$ cat config.mk
export PLATFORM = sky130hd
export DESIGN_NAME = systolic_skew_feeder
export DESIGN_NICKNAME = d
export VERILOG_FILES = /design/src/rtl/systolic_skew_feeder.sv
export SDC_FILE = /design/constraint.sdc
export NUM_CORES = 1
export LEC_CHECK = 0
export BUFFER_PORTS_ARGS = -buffer_cell sky130_fd_sc_hd__buf_4
export CAP_MARGIN = 5
export CORE_ASPECT_RATIO = 1.75
export CORE_MARGIN = 5
export CORE_UTILIZATION = 53
export CTS_CLUSTER_SIZE = 24
export DETAILED_ROUTE_END_ITERATION = 6
export GPL_ROUTABILITY_DRIVEN = 0
export PLACE_DENSITY = 0.76
export SLEW_MARGIN = 20
export SYNTH_ARGS = -nofsm -noshare
export SYNTH_HDL_FRONTEND = slang
export SYNTH_SLANG_ARGS = --single-unit
$ cat constraint.sdc
create_clock -name clock -period 2.5 [get_ports clock]
set_input_delay 0.75 -clock clock [delete_from_list [all_inputs] [get_ports clock]]
set_output_delay 0.75 -clock clock [all_outputs]
set_load 0.03 [all_outputs]
$ cat src/rtl/systolic_skew_feeder.sv
// Buffers whole activation vectors in a small FIFO and re-emits them diagonally skewed
// (lane i delayed i cycles) so wavefronts enter the systolic MAC array aligned.
module systolic_skew_feeder #(
    parameter int DATA_SIZE  = 8,
    parameter int MAC_WIDTH  = 8,
    parameter int FIFO_DEPTH = 4
) (
    input  logic                           clock,
    input  logic                           reset,
    input  logic                           in_valid,
    output logic                           in_ready,
    input  logic [MAC_WIDTH*DATA_SIZE-1:0] in_data,
    input  logic                           in_last,
    output logic [MAC_WIDTH*DATA_SIZE-1:0] values_out,
    output logic [MAC_WIDTH-1:0]           lane_valid,
    output logic                           busy
);

    localparam int VecW   = MAC_WIDTH * DATA_SIZE;
    localparam int PtrW   = (FIFO_DEPTH > 1) ? $clog2(FIFO_DEPTH) : 1;
    localparam int CntW   = $clog2(FIFO_DEPTH + 1);
    localparam int DrainW = (MAC_WIDTH > 1) ? $clog2(MAC_WIDTH) : 1;

    localparam logic [CntW-1:0]   FullCount = CntW'(FIFO_DEPTH);
    localparam logic [DrainW-1:0] DrainInit = DrainW'(MAC_WIDTH - 1);

    typedef enum logic [1:0] {
        IDLE,
        STREAM,
        DRAIN
    } state_e;

    state_e            state_q, state_d;
    logic [DrainW-1:0] drainCnt_q, drainCnt_d;
    logic [PtrW-1:0]   wrPtr_q, wrPtr_d;
    logic [PtrW-1:0]   rdPtr_q, rdPtr_d;
    logic [CntW-1:0]   count_q, count_d;
    logic [VecW:0]     fifoMem_q [FIFO_DEPTH];

    logic          push;
    logic          pop;
    logic [VecW:0] headEntry;
    logic          popLast;

    // No full-bypass: a pop on the same edge does not open the door for a push.
    assign in_ready  = (count_q != FullCount);
    assign push      = in_valid && in_ready;
    assign pop       = (state_q == STREAM) && (count_q != '0);
    assign headEntry = fifoMem_q[rdPtr_q];
    assign popLast   = headEntry[VecW];

    always_ff @(posedge clock) begin
        if (push) begin
            fifoMem_q[wrPtr_q] <= {in_last, in_data};
        end
    end

    always_comb begin
        wrPtr_d = wrPtr_q;
        rdPtr_d = rdPtr_q;
        count_d = count_q;
        if (push) begin
            wrPtr_d = wrPtr_q + 1'b1;
        end
        if (pop) begin
            rdPtr_d = rdPtr_q + 1'b1;
        end
        if (push && !pop) begin
            count_d = count_q + 1'b1;
        end else if (pop && !push) begin
            count_d = count_q - 1'b1;
        end
    end

    always_comb begin
        state_d    = state_q;
        drainCnt_d = drainCnt_q;
        case (state_q)
            IDLE: begin
                if (count_q != '0) begin
                    state_d = STREAM;
                end
            end
            STREAM: begin
                if (pop && popLast) begin
                    if (MAC_WIDTH == 1) begin
                        state_d = IDLE;
                    end else begin
                        state_d    = DRAIN;
                        drainCnt_d = DrainInit;
                    end
                end
            end
            DRAIN: begin
                drainCnt_d = drainCnt_q - 1'b1;
                if (drainCnt_q == DrainW'(1)) begin
                    state_d = IDLE;
                end
            end
            default: begin
                state_d    = IDLE;
                drainCnt_d = '0;
            end
        endcase
    end

    always_ff @(posedge clock or negedge reset) begin
        if (!reset) begin
            state_q    <= IDLE;
            drainCnt_q <= '0;
            wrPtr_q    <= '0;
            rdPtr_q    <= '0;
            count_q    <= '0;
        end else begin
            state_q    <= state_d;
            drainCnt_q <= drainCnt_d;
            wrPtr_q    <= wrPtr_d;
            rdPtr_q    <= rdPtr_d;
            count_q    <= count_d;
        end
    end

    // Lane i owns a private chain of i+1 stages; stage 0 takes a bubble whenever no pop happens.
    for (genvar lane = 0; lane < MAC_WIDTH; lane++) begin : g_lane
        logic [DATA_SIZE-1:0] data_q [lane+1];
        logic [lane:0]        valid_q;

        always_ff @(posedge clock or negedge reset) begin
            if (!reset) begin
                for (int s = 0; s <= lane; s++) begin
                    data_q[s] <= '0;
                end
                valid_q <= '0;
            end else begin
                data_q[0]  <= pop ? headEntry[lane*DATA_SIZE +: DATA_SIZE] : '0;
                valid_q[0] <= pop;
                for (int s = 1; s <= lane; s++) begin
                    data_q[s]  <= data_q[s-1];
                    valid_q[s] <= valid_q[s-1];
                end
            end
        end

        assign values_out[lane*DATA_SIZE +: DATA_SIZE] = data_q[lane];
        assign lane_valid[lane]                        = valid_q[lane];
    end

    assign busy = (state_q != IDLE) || (count_q != '0) || (|lane_valid);

endmodule
Word level (Yosys, flattened, before mapping)
Memory sizes are Yosys's and may differ from the RTL's.
Index checks and enable logic that the tools add are counted.
{ "word_totals": {"regBits": 336, "mem_count": 1, "mem_bits_rw": 260, "elab_cells": 97} }
{ "mem_list": {"columns": ["name", "words", "width", "read_ports", "rd_ports_with_merged_regs", "write_ports", "line", "rtl"], "rows": [
  ["fifoMem_q", 4, 65, 1, 0, 1, "38", "logic [VecW:0] fifoMem_q [FIFO_DEPTH];"]
]} }
{ "op_classes": {"mux": 18, "n_addsub": 5, "reduce_logical": 16, "bitwise_logic": 1, "n_eq_ne": 7} }
{ "ops": {"columns": ["op", "n"], "rows": [
  ["2-to-1 mux 8 bit", 8],
  ["2-to-1 mux 3 bit", 3],
  ["case mux 3 bit (3 select lines)", 1],
  ["OR reduction 8 bit", 1],
  ["2-to-1 mux 2 bit", 3],
  ["case mux 2 bit (3 select lines)", 1],
  ["subtractor 3 x 1 -> 3 bit, second input constant", 2],
  ["logical AND 1 bit", 5],
  ["adder 2 x 1 -> 2 bit, second input constant", 2],
  ["!= test 2 bit, second input constant", 2],
  ["nonzero test 2 bit", 2],
  ["adder 3 x 1 -> 3 bit, second input constant", 1],
  ["equality test 3 x 1 -> 1 bit, second input constant", 1],
  ["!= test 3 bit, second input constant", 1],
  ["AND reduction 3 bit", 1],
  ["nonzero test 3 bit", 1],
  ["equality test 2 x 1 -> 1 bit, second input constant", 1],
  ["equality test 2 bit, second input constant", 1],
  ["zero test 1 bit", 2],
  ["zero test 2 bit", 1],
  ["logical OR 1 bit", 2],
  ["2-to-1 mux 1 bit", 2],
  ["!= test 2 x 1 -> 1 bit, second input constant", 1],
  ["AND reduction 2 bit", 1],
  ["NOT 1 bit", 1]
]} }

Longest topological paths before layout
Gate-level depths: netlist (run 1).
{ "logic_depth": {"word_depth": 6, "depth_mapped": 10, "depth_no_buf": 9} }

Worst setup path before layout (run 1)
OpenSTA, ideal clock, no wires.
{ "synth_path": {"kind": "reg-to-reg", "from": "register count_q[0]", "to": "memory fifoMem_q[0][0] in the netlist's numbering, enable pin", "path_buffers": 0, "path_stages_with_launch": 4, "t_arrival_ps": 2385, "synth_period_minus_slack_ps": 2816, "required_ps": 2070, "setup_time_ps": 430, "slack_ps": -316, "cell_sequence": "dfrtp_1 -> nor2_1 -> nand2_1 -> and3_1"} }
{ "synth_between": {"elab_chain_cells": 4} }
{ "synth_lines": {"columns": ["element", "line", "rtl"], "rows": [
  ["start, declared", "37", "logic [CntW-1:0] count_q, count_d;"],
  ["start signal, assigned", "119", "count_q <= count_d;"],
  ["!= test 3 bit", "46", "assign in_ready = (count_q != FullCount);"],
  ["via in_ready", "11", "output logic in_ready,"],
  ["logical AND 1 bit", "47", "assign push = in_valid && in_ready;"],
  ["2-to-1 mux 1 bit", "53", "if (push) begin"],
  ["2-to-1 mux 1 bit (not written as such)", "54", "fifoMem_q[wrPtr_q] <= {in_last, in_data};"],
  ["end, declared", "38", null]
]} }
The timed path passes the listed nets, and every way through them passes these cells.

Worst setup path in the final report (run 1)
{ "layout_path": {"from": "register state_q[0]", "to": "output busy"} }
{ "layout_between": {"elab_chain_cells": 3} }
{ "layout_lines": {"columns": ["element", "line", "rtl"], "rows": [
  ["start, declared", "33", "state_e state_q, state_d;"],
  ["start signal, assigned", "115", "state_q <= state_d;"],
  ["nonzero test 2 bit", "148", "assign busy = (state_q != IDLE) || (count_q != '0) || (|lane_valid);"],
  ["logical OR 1 bit (2 in a row)", "148", null],
  ["end, declared", "16", "output logic busy"]
]} }
No other way between the ends.

==> results.json, run 1 <==
{
  "r2r_setup_slack_ps": 200,
  "root_buffer": "clkbuf_16",
  "cts_tree": "done",
  "path_clk_slew_ps": 70,
  "synth_cells": 853,
  "die_w_um": 151,
  "fin_skew_ps": 15.2,
  "nNetsFinal": 1061,
  "ys_ff_latch": 568,
  "first_pass_iters": 5,
  "yosysSeqAreaShare_pct": 83.9,
  "leakagePower_nw": 9.13,
  "vias_per_cell": 5.20,
  "synth_most_common_cell": "dfrtp_1",
  "num_rows": 90,
  "status": "finished, final reports clean",
  "fin_cells": 1479,
  "worstPathRequired_ps": 1750,
  "clock_sinks": 568,
  "clock_latency_ps": 560,
  "synth_fp_nets": 933,
  "syn_to_final_growth_pct": 16.4,
  "start_util_pct": 53.7,
  "p_int_mw": 18.9,
  "finalSetupTns_ps": 0,
  "power.total_mw": 25.9,
  "wl_um": 30700,
  "grt_pass1_wl_um": 48900,
  "design_area_um2": 21500,
  "synth_warnings": 0,
  "yosys.area.top_type_share_pct": 42.2,
  "fin_crit_sh_pct": 95.1,
  "vias": 7691,
  "hold_buffers": 0,
  "p_switching_mw": 7.04,
  "fmax_ghz": 0.421,
  "synth_area_leaders": "edfxtp_1 (42%), dfrtp_1 (42%), mux4_2 (7.9%), and3_1 (2.3%), buf_4 (2.3%)",
  "portBuffers": 141,
  "rsz0062_at_grt": "false",
  "dpl.cell_count": 1392,
  "die-height_um": 257,
  "grt_pass1_vias": 8554,
  "grt-ovfl-total": 0,
  "synth_async_sr_flop_share_pct": 54.2,
  "drtIter0Drc": 335,
  "criticalPathCategory": "reg2out",
  "grt.total_usage_pct": 16.6,
  "place_area_um2": 19900,
  "pwr-share-seq_pct": 50.3,
  "core-area_um2": 34500,
  "synth_area_um2": 18500,
  "min_path_type": "in2async",
  "dieArea_um2": 38900,
  "grt_max_degree": 73,
  "drc_errors": 0,
  "maxCapViolations": 0,
  "yosys.area.top_type": "edfxtp_1",
  "ant_nets": 0,
  "cts_made_buffers": 47,
  "worstMarginPinSlew_ps": 798,
  "drive_above_1_share_pct": 31.4,
  "synth_commonest_cells": "dfrtp_1 (308), edfxtp_1 (260), and3_1 (69), mux4_2 (65), buf_4 (57)",
  "cp-end-kind": "output port",
  "p_per_area_nw_per_um2": 1200,
  "cts_max_path_buffers": 3,
  "ys_types": 36,
  "hpwl_um": 17400,
  "syn_avg_cell_area_um2": 21.7,
  "setup_viol": 0,
  "p_clk_share_pct": 28.2,
  "final_max_slew_viol_count": 0,
  "htreeDepth": 2,
  "synth_edf_count": 260,
  "pin_count": 142,
  "n_antenna_cell": 0,
  "grt_antenna_before_repair": 0,
  "ir_drop_uv": 702,
  "combPwrFrac_pct": 21.5,
  "wl_per_cell_um": 20.7,
  "crit_path_max_fanout": 7,
  "p_sw_share_pct": 27.2,
  "relSlewSlack_pct": 46.8,
  "finalCriticalPeriod_ps": 2380,
  "yosys_most_used_dff": "dfrtp_1",
  "start_kind": "flip-flop",
  "hold_viol_final": 0,
  "hold_slack_ps": 73.9,
  "arrival_ps": 1630
}
[cell families (layout without fill, tap and decap cells)]
group | count (synthesis) | in the layout | share of synthesized area [%]
DFF | 568 | 568 | 83.9
and+or+nand+nor | 93 | 93 | 3.04
muxes | 69 | 69 | 8.17
xor gates and xnor gates | 6 | 6 | 0.284
adders and majority gates | 12 | 12 | 0.852
buffers and inverters | 96 | 262 | 3.41
AOI/OAI and AO/OA | 9 | 9 | 0.352
[worst max-delay path: stages, from the launching register on]
cell and delay (ps):
dfrtp_1 410, inv_1 160, ha_4 210, nand4_1 100, buf_4 190
[power by group through the flow]
stage,Sequential (mW),Clock (mW),Combinational [mW]
6_report,13.0,7.30,5.57
5_1_grt,13.3,7.92,6.00
3_3_place_gp,13.0,0,5.52
4_1_cts,13.1,7.51,5.65
2_1_floorplan,13.0,0,4.05
3_5_place_dp,13.2,0,5.60
[layer usage]
| metal | GRT usage (%) | up-vias | part of all wire [%] |
|---|---|---|---|
| met5 | 0 | - | 0 |
| met4 | 6.05 | 0 | 3.2 |
| met2 | 27.7 | 212 | 53 |
| met1 | 21.8 | 4065 | 38 |
| met3 | 3.17 | 69 | 5.2 |
| li1 | - | 3345 | - |
[cell type report]
type	instances	area, um2
timing repair buffer	166	1430
tap	460	576
clock buffer	71	1390
clock inverter	16	176
inverter	9	33.8
multi-input combinational	189	2390
fill	2338	12900
sequential	568	15500
[cell usage in the layout, fill, tap and decap left out, drive strengths merged]
| master | netlist | final |
|---|---|---|
| xor2 | 2 | 2 |
| nand2 | 6 | 6 |
| nand4 | 1 | 1 |
| a311o | 1 | 1 |
| ha | 11 | 11 |
| nor3 | 3 | 3 |
| nor2b | 2 | 2 |
| fa | 1 | 1 |
| nor4 | 3 | 3 |
| a21oi | 1 | 1 |
| and2 | 1 | 1 |
| buf | 73 | 166 |
| edfxtp | 260 | 260 |
| a21boi | 1 | 1 |
| xnor2 | 4 | 4 |
| a22oi | 1 | 1 |
| mux2i | 1 | 1 |
| or3 | 1 | 1 |
| clkbuf | 14 | 71 |
| nand2b | 2 | 2 |
| clkinv | 0 | 11 |
| mux2 | 3 | 3 |
| o21ai | 3 | 3 |
| a211oi | 1 | 1 |
| bufinv | 0 | 3 |
| and4 | 1 | 1 |
| clkinvlp | 0 | 1 |
| nand3 | 1 | 1 |
| inv | 9 | 10 |
| dfrtp | 308 | 308 |
| and3 | 69 | 69 |
| mux4 | 65 | 65 |
| a311oi | 1 | 1 |
| nor2 | 3 | 3 |
[stage by stage]
stage	setup WS, ps	utilization (%)
5_1_grt	28.0	62.5
6_report	123	62.5
3_5_place_dp	161	57.8
3_3_place_gp	270	57.8
4_1_cts	28.0	62.4
2_1_floorplan	398	-
[timing repair]
action | 4_1_cts | 5_1_grt
gates cloned | 0 | 0
pin swaps | 0 | 0
resized for setup | 2 | 1
buffers inserted | 0 | 0
endpoints found under the setup margin | 1 | 1
[flip-flops by register name (all words and copies together), names as in the netlist]
| signal | cells |
|---|---|
| values_out | 56 |
| rdPtr_q | 2 |
| g_lane.valid_q | 8 |
| count_q | 3 |
| fifoMem_q | 260 |
| drainCnt_q | 3 |
| wrPtr_q | 2 |
| state_q | 2 |
| g_lane.data_q | 232 |
[final timing paths]
path                       cells after the start            startpoint                    to
setup / recovery                               4            state_q[0]                  busy
hold reg to reg                                0  g_lane[5].data_q[46]  g_lane[5].data_q[38]
setup reg to reg                               8            count_q[1]            count_q[2]
max in group asynchronous                      2                 reset        values_out[54]
min in group clock                             0  g_lane[5].data_q[46]  g_lane[5].data_q[38]
hold / removal                                 1                 reset  g_lane[1].data_q[10]
No activity file was read; power rests on OpenSTA's default activity.
==> run 2, diff against run 1 <==
--- a/config.mk
+++ b/config.mk
@@ -5,6 +5,7 @@
 export SDC_FILE = /design/constraint.sdc
 export NUM_CORES = 1
 export LEC_CHECK = 0
+export ABC_AREA = 1
 export BUFFER_PORTS_ARGS = -buffer_cell sky130_fd_sc_hd__buf_4
 export CAP_MARGIN = 5
 export CORE_ASPECT_RATIO = 1.75
@@ -13,7 +14,7 @@
 export CTS_CLUSTER_SIZE = 24
 export DETAILED_ROUTE_END_ITERATION = 6
 export GPL_ROUTABILITY_DRIVEN = 0
-export PLACE_DENSITY = 0.76
+export PLACE_DENSITY = 0.75
 export SLEW_MARGIN = 20
 export SYNTH_ARGS = -nofsm -noshare
 export SYNTH_HDL_FRONTEND = slang
==> results.json, run 2 <==
{
  "status": "finished, final reports clean",
  "nNetsFinal": 1401,
  "cts_tree": "done",
  "wl_per_cell_um": 18.4,
  "root_buffer": "clkbuf_16",
  "ys_types": 23,
  "worstPathCellList": "inv_1 > nand3_4 > nor2_2 > nand3_1 > buf_4",
  "wl_um": 33500,
  "ir_drop_uv": 613,
  "regMostFlops": "fifoMem_q",
  "num_rows": 91,
  "synth_area_um2": 18700,
  "die_w_um": 152,
  "synth_most_common_cell": "dfrtp_1",
  "slowest_delay_ps": 430,
  "hpwl_um": 18500,
  "synth_edf_count": 260,
  "core-area_um2": 35100,
  "leakagePower_nw": 9.10,
  "final_max_slew_viol_count": 0,
  "grt_antenna_before_repair": 3,
  "top_layer": "met4",
  "ant_nets": 0,
  "grt-ovfl-total": 0,
  "vias_per_cell": 5.08,
  "fin_ws_ps": 106,
  "die-height_um": 258,
  "post-place-ws_ps": 336,
  "synth_cells": 1221,
  "cts_made_buffers": 44,
  "p_per_area_nw_per_um2": 1280,
  "synth_fp_nets": 1301,
  "portBuffers": 141,
  "yosysSeqAreaShare_pct": 83.0,
  "cp-end-kind": "output port",
  "start_kind": "flip-flop",
  "final_common_cell": "dfrtp_1",
  "clock_latency_ps": 560,
  "yosys_most_used_dff": "dfrtp_1",
  "synth_area_leaders": "edfxtp_1 (42%), dfrtp_1 (41%), nor2_1 (5.3%), o21ai_0 (3.5%), buf_4 (2.8%)",
  "fin_crit_sh_pct": 95.8,
  "grt_pass1_wl_um": 53500,
  "crit_path_max_fanout": 4,
  "grt_pass1_vias": 9792,
  "power.total_mw": 27.5,
  "grt_max_degree": 132,
  "drc_errors": 0,
  "relSlewSlack_pct": 37.4,
  "syn_to_final_growth_pct": 14.7,
  "vias": 9269,
  "finalCriticalPeriod_ps": 2390,
  "dr_wl_met3_um": 1570,
  "cts_max_path_buffers": 3,
  "largest_register_ff_count": 260,
  "pin_count": 142,
  "synth_warnings": 0,
  "fmax_ghz": 0.418,
  "cp_slowest_cell": "dfrtp_1",
  "grt.total_usage_pct": 17.2,
  "most-common-layout-cells": "dfrtp_1 (306), nor2_1 (260), edfxtp_1 (260)",
  "first_pass_iters": 5,
  "dieArea_um2": 39300,
  "nFillCells": 2546,
  "wirelength_met1_um": 12600,
  "yosys.area.top_type": "edfxtp_1",
  "synth_commonest_cells": "dfrtp_1 (308), nor2_1 (265), edfxtp_1 (260), o21ai_0 (130), buf_4 (70)",
  "worstPathRequired_ps": 1750,
  "path_clk_slew_ps": 70,
  "setup_viol": 0,
  "ys_ff_latch": 568,
  "arrival_ps": 1640,
  "min_path_type": "in2async",
  "maxCapViolations": 0,
  "synth_async_sr_flop_share_pct": 54.2,
  "drive_above_1_share_pct": 18.1,
  "hold_viol_final": 0,
  "syn_avg_cell_area_um2": 15.3,
  "htreeDepth": 2,
  "yosys.area.top_type_share_pct": 41.7,
  "worstMarginPinSlew_ps": 939,
  "criticalPathCategory": "reg2out",
  "clock_sinks": 568,
  "drtIter0Drc": 693,
  "hold_buffers": 0,
  "wl_met2_um": 18300,
  "fin_skew_ps": 19.4,
  "start_util_pct": 53.3
}
==> run 2: cell count changes in the layout (fill, tap and decap cells not counted), moves of 4 or more <==
cell	change
and3_4	-4
a21oi_1	+68
and3_1	-65
clkinv_1	+5
nor2_4	+4
inv_1	+12
nand2_1	+16
mux4_2	-65
nor2_1	+257
o21ai_0	+127
nand3_1	+8
==> run 2: layer usage <==
layer | vias to the layer above | GRT usage [%]
met5 | - | 0
met4 | 0 | 6.67
met3 | 69 | 3.29
met2 | 234 | 31.3
met1 | 4698 | 20.2
li1 | 4268 | -
==> run 2: final timing paths <==
path,startpoint,to,slack [ps],cells past startpoint
hold reg to reg,g_lane[4].data_q[12],values_out[36],340,0
min in group clock,g_lane[4].data_q[12],values_out[36],340,0
setup / recovery,count_q[0],busy,110,5
hold / removal,reset,g_lane[7].data_q[63],110,1
max in group asynchronous,reset,g_lane[2].data_q[17],1630,3
setup reg to reg,state_q[1],rdPtr_q[1],470,6
==> run 2: report_power, final <==
part           internal, mW  leakage, nW  switching, mW
combinational          2.07         1.88           4.65
clock                  3.83        0.715           3.04
sequential             13.0         6.51          0.945
==> run 2: kinds of logic (layout without fill, tap and decap cells) <==
group / count (synthesis) / count (layout) / synth area share, %
compound gates: 200 / 200 / 5.35
xor+xnor: 4 / 4 / 0.187
fa+ha+maj: 12 / 12 / 0.843
buf+inv: 132 / 268 / 4.30
flops: 568 / 568 / 83.0
other cells: 0 / 3 / 0
simple gates: 305 / 305 / 6.36
==> run 2: final cells by class <==
type / instances / area [um2] / area share [%]
Antenna cell: 3 / 7.51 / 0.0350
Tap cell: 465 / 582 / 2.71
Timing Repair Buffer: 161 / 1370 / 6.37
Clock buffer: 66 / 1340 / 6.24
Multi-Input combinational cell: 521 / 2440 / 11.4
Clock inverter: 16 / 113 / 0.525
Sequential cell: 568 / 15500 / 72.3
Inverter: 25 / 96.3 / 0.449
==> run 2: worst max-delay path, delay by kind of cell, from the launching register on <==
family | cells | cell delay, ps
flops | 1 | 430
simple gates | 3 | 360
buf+inv | 2 | 310
==> run 2: per-stage QoR <==
stage                     utilization, %  setup TNS (ps)  cell area, um2  hold WS (ps)  std cells
after floorplan                        -         -168200           18700           331       1221
after global placement              57.0               0           20000           331       1740
after detailed placement            57.0               0           20000           335       1740
after CTS                           61.1               0           21400          99.7       1822
after global routing                61.2           -4.78           21500           117       1825
final                               61.2               0           21500           110       1825
==> run 2: repair_timing <==
action,4_1_cts,5_1_grt
resized for setup,2,3
pin swaps,0,1
gates cloned,0,0
buffers inserted,0,0
endpoints found under the setup margin,1,1
==> run 3, diff against run 2 <==
--- a/config.mk
+++ b/config.mk
@@ -14,7 +14,8 @@
 export CTS_CLUSTER_SIZE = 24
 export DETAILED_ROUTE_END_ITERATION = 6
 export GPL_ROUTABILITY_DRIVEN = 0
-export PLACE_DENSITY = 0.75
+export MAX_ROUTING_LAYER = met4
+export PLACE_DENSITY = 0.74
 export SLEW_MARGIN = 20
 export SYNTH_ARGS = -nofsm -noshare
 export SYNTH_HDL_FRONTEND = slang
==> results.json, run 3 (synthesis results as in run 2) <==
{
  "status": "finished, final reports clean",
  "die-height_um": 258,
  "grt-busiest-layer": "met2",
  "hpwl_um": 17700,
  "dieArea_um2": 39300,
  "vias": 9275,
  "use_met1_pct": 19.4,
  "combPwrFrac_pct": 23.9,
  "most-common-layout-cells": "dfrtp_1 (306), nor2_1 (260), edfxtp_1 (260)",
  "p_switching_mw": 8.71,
  "criticalPathCategory": "reg2out",
  "fin_ws_ps": 86.3,
  "start_kind": "flip-flop",
  "p_sw_share_pct": 31.3,
  "die_w_um": 152,
  "pin_count": 142,
  "pwr-share-seq_pct": 49.9,
  "hold_buffers": 0,
  "p_per_area_nw_per_um2": 1290,
  "syn_to_final_growth_pct": 15.3,
  "rsz0062_at_grt": "false",
  "arrival_ps": 1660,
  "min_path_type": "in2async",
  "final_max_slew_viol_count": 0,
  "crit_path_max_fanout": 4,
  "portBuffers": 141,
  "nFillCells": 2542,
  "largest_register_ff_count": 260,
  "final_common_cell": "dfrtp_1",
  "power.total_mw": 27.8,
  "hold_viol_final": 0,
  "fin_crit_sh_pct": 96.5,
  "core-area_um2": 35100,
  "leakagePower_nw": 9.14,
  "cp_slowest_cell": "dfrtp_1",
  "cts_max_path_buffers": 3,
  "p_clk_share_pct": 26.2,
  "worstPathCellList": "inv_1 > nand3_4 > nor2_4 > nand3_1 > buf_4",
  "regMostFlops": "fifoMem_q",
  "grt_max_degree": 132,
  "post-place-ws_ps": 401,
  "ir_drop_uv": 536,
  "slowest_delay_ps": 430,
  "p_int_mw": 19.1,
  "relSlewSlack_pct": 37.0,
  "fin_cells": 1824,
  "dpl.cell_count": 1737,
  "wl_per_cell_um": 18.0,
  "finalSetupTns_ps": 0,
  "maxCapViolations": 0,
  "setup_viol": 0,
  "r2r_setup_slack_ps": 440,
  "start_util_pct": 53.3,
  "wl_um": 32900,
  "grt_util_met2_pct": 30.8,
  "ant_nets": 0,
  "cts_tree": "done",
  "use_met3_pct": 3.71,
  "critPathTopFamily": "flip-flops",
  "cp-end-kind": "output port",
  "drc_errors": 0,
  "root_buffer": "clkbuf_16",
  "grt_pass1_vias": 9871,
  "worstPathRequired_ps": 1750,
  "drive_above_1_share_pct": 18.6,
  "vias_per_cell": 5.08,
  "nNetsFinal": 1399,
  "cp_num_buf_inv": 2,
  "cts_made_buffers": 45,
  "fin_skew_ps": 17.0,
  "num_rows": 91,
  "path_clk_slew_ps": 70,
  "worstMarginPinSlew_ps": 945,
  "grt-ovfl-total": 0,
  "postCtsSetupBuffers": 0,
  "grt_antenna_before_repair": 3,
  "finalCriticalPeriod_ps": 2410,
  "drtIter0Drc": 709,
  "grt_pass1_wl_um": 52600,
  "clock_sinks": 568,
  "htreeDepth": 2,
  "hold_slack_ps": 71.9,
  "grt.total_usage_pct": 17.5,
  "clock_latency_ps": 570,
  "fmax_ghz": 0.414,
  "first_pass_iters": 5
}
## run 3: changes by cell type in the layout (fill, tap and decap cells not counted), sizes merged
cell,delta
inv,+8
clkinvlp,+1
bufinv,+4
clkinv,-5
clkbuf,-6
buf,-3
## run 3: cell type report
cell class	instances	area (um2)	area share, %
Antenna cell	3	7.51	0.0348
Clock buffer	60	1260	5.84
Clock inverter	24	289	1.34
Inverter	25	96.3	0.447
Multi-Input combinational cell	521	2440	11.3
Sequential cell	568	15500	72.0
Tap cell	465	582	2.70
Timing Repair Buffer	158	1370	6.35
## run 3: per-layer routing
| layer | wire length, um | vias up |
|---|---|---|
| met5 | 0 | - |
| met4 | 1210 | 0 |
| met3 | 1830 | 79 |
| met2 | 18100 | 275 |
| met1 | 11800 | 4655 |
| li1 | - | 4266 |
## run 3: power by group through the flow
stage	registers (mW)	clock network, mW	logic, mW
after CTS	13.9	7.46	6.71
after floorplan	13.9	0	4.80
final	13.9	7.30	6.64
after detailed placement	14.1	0	6.63
after global routing	14.2	7.83	7.28
after global placement	13.9	0	6.38
## run 3: worst reg2reg max path, delay by kind of cell (launching register included)
family | cells | cell delay [ps]
simple gates | 2 | 350
buf+inv | 2 | 710
xor+xnor | 1 | 180
fa+ha+maj | 1 | 280
flops | 1 | 400
## run 3: worst paths after layout
kind                                           start                    to  cells past startpoint
worst max-delay path                      count_q[0]                  busy                      5
worst min-delay path                           reset        values_out[23]                      1
worst max register to register            state_q[1]            rdPtr_q[1]                      6
worst min register to register  g_lane[4].data_q[22]  g_lane[4].data_q[14]                      0
max in group asynchronous                      reset        values_out[45]                      3
min in group clock              g_lane[4].data_q[22]  g_lane[4].data_q[14]                      0
## run 3: stage by stage
| stage | cell area, um2 | utilization, % |
|---|---|---|
| after global routing | 21600 | 61.5 |
| after floorplan | 18700 | - |
| after CTS | 21500 | 61.4 |
| final | 21600 | 61.5 |
| after global placement | 20000 | 57.0 |
| after detailed placement | 20000 | 57.0 |
## run 3: repair_timing
action | in CTS | in global routing
pin swaps | 1 | 0
gates resized for setup | 5 | 2
endpoints found under the setup margin | 1 | 1
